--- src/rtl/pwm_audio_dac.sv ---
// pwm_audio_dac: FIFO-buffered 8-bit PWM audio DAC; each sample plays for REPEAT
// 256-cycle PWM periods, and an empty FIFO at slot start plays mid-scale and flags underrun.
module pwm_audio_dac #(
  parameter int FIFO_DEPTH = 4,
  parameter int REPEAT     = 4
) (
  input  logic                              clk,
  input  logic                              rst_i,
  input  logic [7:0]                        sample_i,
  input  logic                              sample_valid_i,
  output logic                              sample_ready_o,
  input  logic                              enable_i,
  output logic                              pwm_o,
  output logic                              underrun_o,
  output logic [$clog2(FIFO_DEPTH+1)-1:0]   fifo_count_o
);
  localparam int AW = $clog2(FIFO_DEPTH);
  localparam int CW = $clog2(FIFO_DEPTH+1);
  typedef enum logic {IDLE, PLAY} state_t;
  state_t state, state_n;
  logic [7:0] phase, phase_n, cur, cur_n;
  logic [3:0] rpt, rpt_n;
  logic [7:0] mem [FIFO_DEPTH];
  logic [AW-1:0] wr_ptr, rd_ptr;
  logic push, pop, load, empty, last;
  assign sample_ready_o = fifo_count_o < CW'(FIFO_DEPTH);
  assign empty = fifo_count_o == '0;
  assign push = sample_valid_i & sample_ready_o;
  assign pop = load & ~empty;
  assign last = phase == 8'hff && rpt == 4'(REPEAT-1);
  always_comb begin
    state_n = state;
    phase_n = phase;
    rpt_n = rpt;
    cur_n = cur;
    load = 1'b0;
    if (!enable_i) begin
      state_n = IDLE;
      phase_n = '0;
      rpt_n = '0;
      cur_n = 8'd128;
    end else if (state == IDLE) begin
      state_n = PLAY;
      load = 1'b1;
    end else begin
      phase_n = phase + 8'd1;
      rpt_n = phase != 8'hff ? rpt : (last ? 4'd0 : rpt + 4'd1);
      load = last;
    end
    // no bypass: a sample pushed on the load cycle is not yet visible here
    if (load) cur_n = empty ? 8'd128 : mem[rd_ptr];
  end
  always_ff @(posedge clk or posedge rst_i) begin
    if (rst_i) begin
      state <= IDLE;
      phase <= '0;
      rpt <= '0;
      cur <= 8'd128;
      wr_ptr <= '0;
      rd_ptr <= '0;
      fifo_count_o <= '0;
      pwm_o <= 1'b0;
      underrun_o <= 1'b0;
    end else begin
      state <= state_n;
      phase <= phase_n;
      rpt <= rpt_n;
      cur <= cur_n;
      wr_ptr <= wr_ptr + AW'(push);
      rd_ptr <= rd_ptr + AW'(pop);
      fifo_count_o <= fifo_count_o + CW'(push) - CW'(pop);
      pwm_o <= state == PLAY && phase < cur;
      underrun_o <= load & empty;
    end
  end
  always_ff @(posedge clk) begin
    if (push) mem[wr_ptr] <= sample_i;
  end
endmodule

--- config.mk ---
export PLATFORM = sky130hd
export DESIGN_NAME = pwm_audio_dac
export DESIGN_NICKNAME = d
export VERILOG_FILES = /design/src/rtl/pwm_audio_dac.sv
export SDC_FILE = /design/constraint.sdc
export NUM_CORES = 1
export LEC_CHECK = 0
export ABC_AREA = 1
export CAP_MARGIN = 20
export CORE_MARGIN = 2
export CORE_UTILIZATION = 58
export CTS_CLUSTER_SIZE = 40
export DETAILED_ROUTE_END_ITERATION = 10
export PLACE_DENSITY = 0.8
export SLEW_MARGIN = 20
export SYNTH_ARGS = -nofsm -noshare
export SYNTH_HDL_FRONTEND = slang
export SYNTH_SLANG_ARGS = --single-unit
--- constraint.sdc ---
create_clock -name clk -period 2.4 [get_ports clk]
set_input_delay 0.24 -clock clk [delete_from_list [all_inputs] [get_ports clk]]
set_output_delay 0.24 -clock clk [all_outputs]
set_load 0.02 [all_outputs]
# Word level (Yosys, flattened, before mapping)
# Memory sizes are Yosys's and may differ from the RTL's.
# Index checks and enable logic that the tools add are counted.
# op_classes
n_addsub,6
n_lt_le_gt_ge,2
n_eq_ne,6
mux,14
bitwise,4
reduce_logical,4
# ops
operator,count
two-way mux 8 bit,5
two-way mux 4 bit,4
adder 8 x 1 -> 8 bit (second input constant),1
== test 8 bit (second input constant),1
less-than comparator 8 bit,1
!= test 8 bit (second input constant),1
two-way mux 1 bit,5
adder 2 x 1 -> 2 bit,2
adder 4 x 1 -> 4 bit (second input constant),1
== test 4 x 2 -> 1 bit (second input constant),1
!= test 2 x 1 -> 1 bit (second input constant),2
adder 3 x 1 -> 3 bit,1
bitwise AND 1 bit,3
logical NOT 3 bit,1
less-than comparator 3 bit (second input constant),1
subtractor 3 x 1 -> 3 bit,1
logical AND 1 bit,2
!= test 2 bit (second input constant),1
AND reduction 2 bit,1
inverter 1 bit,1
# word_totals
regBits,30
ram_bits,32
input_bits,12
output_inout_bits,6
word_cells,46
n_memories,1
# mem_list
memory,words,word_bits,rd,rd_ports_with_merged_regs,wr,line,text
mem,4,8,1,0,1,23,logic [7:0] mem [FIFO_DEPTH];

# Longest topological paths before layout
# Gate-level depths: netlist (run 1).
# logic_depth
depth_word,6
ltp_mapped,12
ltp_nobuf,12

# Least setup slack after synthesis (run 1)
# Ideal clock, no wire load.
# synth_timing
path_type,reg-to-reg
startpoint,register phase[1]
endpoint,register fifo_count_o[2]
setup_ns,0.129
arrival_time_ns,1.936
required_time_ns,2.271
path_slack_ns,0.336
stages_incl_launch_ff,12
path_buffers,0
period_less_slack_ns,2.064
path_cell_list,dfrtp_1 -> ha_1 -> nand2_1 -> nor2_4 -> nand3_4 -> a21oi_4 -> nand2_4 -> nand2_1 -> nand2_1 -> ha_1 -> fa_1 -> xor2_1
# synth_via
elab_chain_cells,6
# synth_rtl
item,line,text
from (decl),21,"logic [7:0] phase, phase_n, cur, cur_n;"
from (signal assigned),66,phase <= phase_n;
== test 8 bit,30,assign last = phase == 8'hff && rpt == 4'(REPEAT-1);
logical AND 1 bit,30,
two-way mux 1 bit,42,end else if (state == IDLE) begin
two-way mux 1 bit,37,if (!enable_i) begin
bitwise AND 1 bit,29,assign pop = load & ~empty;
subtractor 3 x 1 -> 3 bit,71,fifo_count_o <= fifo_count_o + CW'(push) - CW'(pop);
to (signal assigned),71,
to (decl),15,output logic [$clog2(FIFO_DEPTH+1)-1:0] fifo_count_o
# Every way passes these cells.
# A chain may end at the register's enable or synchronous reset.

# Worst setup path after layout (run 1)
# Same ends and word-level chain as after synthesis.

==> flow_summary.yaml, run 1 <==
synthesis:
  synth_warnings: 0
  synth_area_leaders: "edfxtp_1, dfrtp_1, ha_1, nand2_1, o21ai_0"
  synth-seq-area-share_pct: 60.2
  yosysUniqueCellTypes: 35
  synthArstFlopShare_pct: 48.4
  synthesis.nets: 282
  syn_inst: 258
  avgSynthCellArea_um2: 11.0
  synth_flop_cell: "edfxtp_1"
  ys_seq_elements: 62
  synth_top_area_share_pct: 33.8
  synth_area_mm2: 0.00284
  synth-edff-count: 32
  synth_top_area_cell: "edfxtp_1"
min_path:
  hold_path.class: "primary input to asynchronous set/reset pin"
placed_design:
  place.gp.congestion: 0.803
  dpl.cell_count: 342
  place_hpwl_um: 3290
  io_buffers: 17
grt:
  grt_pass1_wl_um: 8310
  gr-usage-all-layers_pct: 21.0
  grt_overflow: 0
  grt_pass1_vias: 1866
  grt_start_max_net_pins: 31
  antenna_found_initial: 0
detailed_routing:
  wl_met3_um: 177
  wl_met1_um: 2160
  drc: 0
  firstDrtPassIters: 5
  drtIter0Drc: 112
  num_vias: 1853
  routed.top_layer: "met4"
  ant_nets: 0
  via_per_inst: 5.18
  wl_um: 4820
  met2WireLength_um: 2370
  avgRoutedWirePerCell_um: 13.5
die:
  dieArea_mm2: 0.00548
  initial_core_util_pct: 60.2
  die_x_um: 74.0
  core-area_mm2: 0.00472
  row_count: 25
  ios: 18
  die_y_um: 74.0
cells_and_area:
  multi_input_area_um2: 993
  nets: 311
  fill_cells: 359
  post_layout_nonfiller_instances: 358
  seq_area_mm2: 0.00171
  drive_above_1_share_pct: 15.5
  syn2layout_area_growth_pct: 16.9
  diodes: 0
clock_network:
  cts_resized: 0
  clockBufferDepth: 2
  ctsHoldBuffers: 0
  insertion_delay_ps: 330
  cts_root_buf: "clkbuf_8"
  clkSlewWorstSetupHoldPaths_ps: 70
  cts_tree: "done"
  cts_setup_buffers: 0
  h-tree-depth: 3
  cts.sinks: 62
  cts-buffers-inserted: 9
timing:
  hold_viol: 0
  slew_headroom_pct: 68.6
  fin_skew_ps: 8.65
  tightest_slew_ps: 471
  timing.hold.ws_ps: 280
  grt_setup_unrepaired: "no"
  post-route-period-util_pct: 93.2
  fin_tns_setup_ps: 0
  final-setup-viol-count: 0
  report.final.slew_viol_count: 0
  final.min_clock_period_ps: 2240
  timing.fmax_mhz: 447
critical_path:
  cp-start-kind: "register"
  cp.required_ps: 2610
  crit_fanout: 9
  cp_cell_sequence: "ha_1 > nand2_1 > nor2_4 > nand3_4 > a21oi_4 > nand2_4 > nand2_1 > nand2_1 > ha_1 > fa_1 > xor2_1"
  timing.reg2reg.setup_slack_ps: 160
  crit_top_cell: "nand2_1"
  cp_slowest_cell: "dfrtp_1"
  timing.rr.end: "fifo_count_o[2]$_DFF_PP0_"
  rr_worst_depth: 11
  endpoint_kind: "register"
  criticalPathCategory: "register to register"
  worstPathArrival_ps: 2450
  slowest_delay_ps: 390
  rr_startpoint: "phase[1]$_DFFE_PP0P_"
pwr:
  p_leak_nw: 1.37
  peakVddDrop_v: 0.000715
  p_per_area_mw_per_mm2: 992
flow_run:
  cap_violations: 0
status:
  status: "finished, final reports clean"
==> logic make-up (layout without fill, tap and decap cells) <==
| kind of cell | Yosys count | count (layout) | synth area share [%] |
|---|---|---|---|
| DFF | 62 | 62 | 60.2 |
| xor gates and xnor gates | 3 | 3 | 0.924 |
| AOI/OAI and AO/OA | 53 | 53 | 12.0 |
| adders and majority gates | 12 | 12 | 5.54 |
| buffers and inverters | 34 | 67 | 4.84 |
| and+or+nand+nor | 94 | 94 | 16.5 |
==> how the worst max path moves through the flow <==
stage	start	to	slack [ps]
final	phase[1]$_DFFE_PP0P_	fifo_count_o[2]$_DFF_PP0_	160
after global routing	phase[1]$_DFFE_PP0P_	fifo_count_o[2]$_DFF_PP0_	10
after CTS	rpt[0]$_DFFE_PP0P_	fifo_count_o[2]$_DFF_PP0_	140
after detailed placement	rpt[0]$_DFFE_PP0P_	fifo_count_o[2]$_DFF_PP0_	160
after global placement	phase[1]$_DFFE_PP0P_	fifo_count_o[2]$_DFF_PP0_	260
after floorplan	phase[1]$_DFFE_PP0P_	fifo_count_o[2]$_DFF_PP0_	340
==> metal layers <==
layer	vias up	GRT usage, %
met4	0	11.1
met2	35	33.0
met3	12	6.37
met1	859	26.2
met5	-	0
li1	947	-
==> layout make-up <==
class | count | area share (%)
Sequential cell | 62 | 51.5
Clock inverter | 6 | 2.33
Clock buffer | 9 | 3.73
Multi-Input combinational cell | 162 | 29.9
Inverter | 27 | 3.05
Tap cell | 67 | 2.52
Timing Repair Buffer | 25 | 6.93
==> through the flow <==
stage	power [mW]	instance area, um^2	util (%)	setup WS (ps)
detailed placement	2.38	3110	65.9	162
finish	3.30	3320	70.4	164
global route	3.50	3320	70.4	14.8
CTS	3.32	3320	70.2	144
global placement	2.34	3110	65.9	256
floorplan	2.08	2840	-	336
==> worst max-delay path, delay by kind of cell (launching register included) <==
family | cells | cell delay, ps
AO/OA/AOI/OAI | 1 | 180
XOR/XNOR | 1 | 170
flip-flops | 1 | 390
adder cells (fa/ha/maj) | 3 | 760
AND/OR/NAND/NOR | 6 | 600
==> layout by cell type, fill, tap and decap left out, types with 2 or more instances in the layout <==
| cell | instances |
|---|---|
| nand4_1 | 5 |
| inv_2 | 2 |
| dfrtp_1 | 29 |
| clkinv_2 | 2 |
| o21ai_2 | 7 |
| nand2_4 | 3 |
| clkdlybuf4s50_1 | 17 |
| nand3_1 | 9 |
| nand2_1 | 34 |
| ha_1 | 11 |
| nor2_1 | 25 |
| inv_1 | 25 |
| o21ai_0 | 24 |
| buf_4 | 8 |
| bufinv_16 | 2 |
| o22a_1 | 8 |
| clkinv_1 | 2 |
| nand2_2 | 3 |
| nor2_2 | 2 |
| a21oi_1 | 8 |
| clkbuf_8 | 9 |
| nor3_1 | 7 |
| xor2_1 | 2 |
| nor2_4 | 3 |
| edfxtp_1 | 32 |
==> sequential cells by signal, indices dropped and copies added, names as in the netlist <==
signal and flops:
cur 8, phase 8, pwm_o 1, rd_ptr 2, mem 32, fifo_count_o 3
rpt 4, underrun_o 1, state 1, wr_ptr 2
==> power by group <==
group	leakage, nW	switching (mW)	total, mW	internal, mW
Combinational	0.585	0.544	0.913	0.369
Clock	0.104	0.371	0.938	0.568
Sequential	0.679	0.120	1.45	1.33
==> synthesized netlist by cell type (7+ instances only) <==
cell type	instances
o22a_1	8
nand3_1	9
o21ai_2	7
edfxtp_1	32
nand2_1	34
inv_1	25
o21ai_0	24
ha_1	11
a21oi_1	8
nor2_1	25
dfrtp_1	29
nor3_1	7
Note: power is estimated with default switching activity, not from simulation.
==> run 2: changes to the inputs <==
--- a/config.mk
+++ b/config.mk
@@ -8,10 +8,9 @@
 export ABC_AREA = 1
 export CAP_MARGIN = 20
 export CORE_MARGIN = 2
-export CORE_UTILIZATION = 58
+export CORE_UTILIZATION = 43
 export CTS_CLUSTER_SIZE = 40
 export DETAILED_ROUTE_END_ITERATION = 10
-export PLACE_DENSITY = 0.8
 export SLEW_MARGIN = 20
 export SYNTH_ARGS = -nofsm -noshare
 export SYNTH_HDL_FRONTEND = slang
==> run 2 against run 1 <==
Against the previous run: worst setup slack improved by 8.6 ps; first-iteration DRC count is 19% lower; largest cell class unchanged; worst hold slack lost 3.6 ps; register-to-register slack is essentially flat; routed wire length is 3.9% higher; critical path depth is the same; cell count grew 2.8%; via count shrank 0.16%; clock-buffer cell count increased by 1; sequential share of layout area about the same; clock power down 2.3%.
==> flow_summary.yaml, run 2 (synthesized netlist as in run 1, its figures left out) <==
pwr:
  peakVddDrop_v: 0.000690
  p_leak_nw: 1.35
  p_per_area_mw_per_mm2: 982
critical_path:
  endpoint_kind: "register"
  crit_top_cell: "nand2_1"
  cp.required_ps: 2620
  cp_cell_sequence: "ha_1 > nand2_1 > nor2_4 > nand3_4 > a21oi_4 > nand2_4 > nand2_1 > nand2_1 > ha_1 > fa_1 > xor2_1"
  crit_fanout: 9
  cp_slowest_cell: "dfrtp_1"
  criticalPathCategory: "register to register"
  slowest_delay_ps: 400
  crit_path_start: "phase[1]$_DFFE_PP0P_"
  worstPathArrival_ps: 2450
  cp-start-kind: "register"
  rr_startpoint: "phase[1]$_DFFE_PP0P_"
status:
  status: "finished, final reports clean"
die:
  row_count: 29
  initial_core_util_pct: 44.5
  die_y_um: 85.3
  dieArea_mm2: 0.00728
  ios: 18
  die_x_um: 85.3
  core-area_mm2: 0.00639
grt:
  grt_overflow: 0
  grt_pass1_wl_um: 8360
  grt_start_max_net_pins: 31
  antenna_found_initial: 0
  gr-usage-all-layers_pct: 15.3
  grt_pass1_vias: 1803
detailed_routing:
  ant_nets: 0
  drtIter0Drc: 91
  via_per_inst: 5.03
  avgRoutedWirePerCell_um: 13.6
  firstDrtPassIters: 4
  drc: 0
  wl_um: 5010
  num_vias: 1850
clock_network:
  h-tree-depth: 3
  cts_tree: "done"
  clkSlewWorstSetupHoldPaths_ps: 70
  cts_root_buf: "clkbuf_8"
  insertion_delay_ps: 350
  cts_resized: 0
  clockBufferDepth: 2
  cts_setup_buffers: 0
  cts.sinks: 62
  ctsHoldBuffers: 0
  cts-buffers-inserted: 9
cells_and_area:
  largest_register_ff_count: 32
  diodes: 0
  reg.largest.list: "mem (32), cur (8), phase (8)"
  drive_above_1_share_pct: 15.8
  top_register: "mem"
  syn2layout_area_growth_pct: 16.9
  final_common_cell: "nand2_1"
  post_layout_nonfiller_instances: 368
  utilization_pct: 52.1
  nets: 310
  mostFrequentLayoutCells: "nand2_1, edfxtp_1, dfrtp_1"
  fin_area_mm2: 0.00333
  fill_cells: 587
timing:
  tightest_slew_ps: 484
  hold_viol: 0
  slew_headroom_pct: 67.7
  timing.fmax_mhz: 449
  final.min_clock_period_ps: 2230
  timing.hold.ws_ps: 276
  report.final.slew_viol_count: 0
  post-route-period-util_pct: 92.8
  grt_setup_unrepaired: "no"
  fin_skew_ps: 7.06
  final-setup-viol-count: 0
  fin_tns_setup_ps: 0
placed_design:
  place.gp.congestion: 0.719
  place_hpwl_um: 3370
  placed_area_mm2: 0.00313
  io_buffers: 17
  dpl.cell_count: 352
flow_run:
  cap_violations: 0
min_path:
  hold_path.class: "primary input to asynchronous set/reset pin"
[run 2: cell type report]
class | instances | area (um^2) | area share, %
inverters | 27 | 101 | 3.05
clock buffers | 10 | 128 | 3.84
flip-flops and latches | 62 | 1710 | 51.5
clock inverters | 6 | 71.3 | 2.14
well taps | 77 | 96.3 | 2.90
repair buffers | 24 | 223 | 6.70
multi-input cells | 162 | 993 | 29.9
[run 2: through the flow]
stage,setup WS (ps),power (mW)
4_1_cts,154,3.30
3_5_place_dp,182,2.39
6_report,172,3.27
3_3_place_gp,240,2.37
5_1_grt,7.34,3.47
2_1_floorplan,336,2.08
[run 2: critical path: cells and delay by family (launching register included)]
family                     cells  cell delay, ps
xor gates and xnor gates       1             170
AOI/OAI and AO/OA              1             180
and+or+nand+nor                6             590
adders and majority gates      3             760
DFF                            1             400
[run 2: path summary, 6_finish.rpt]
path | end | slack [ps] | cells after the start
min in group clk | cur[4]$_DFFE_PP0P_ | 480 | 2
max in group asynchronous | cur[7]$_DFFE_PP1P_ | 1810 | 3
max | fifo_count_o[2]$_DFF_PP0_ | 170 | 11
min reg2reg | cur[4]$_DFFE_PP0P_ | 480 | 2
max reg2reg | fifo_count_o[2]$_DFF_PP0_ | 170 | 11
min | phase[7]$_DFFE_PP0P_ | 280 | 3
[run 2: routing by layer]
layer / up-vias / global-route usage, % / part of all wire, %
met5: - / 0 / 0
met4: 0 / 6.06 / 1.5
met3: 8 / 6.13 / 4.2
met2: 31 / 25.1 / 47
met1: 868 / 18.0 / 48
li1: 943 / - / -
[run 2: power by group]
group | internal, mW | total (mW) | leakage [nW] | switching [mW]
registers | 1.33 | 1.44 | 0.679 | 0.116
logic | 0.367 | 0.908 | 0.580 | 0.542
clock network | 0.486 | 0.916 | 0.0931 | 0.429
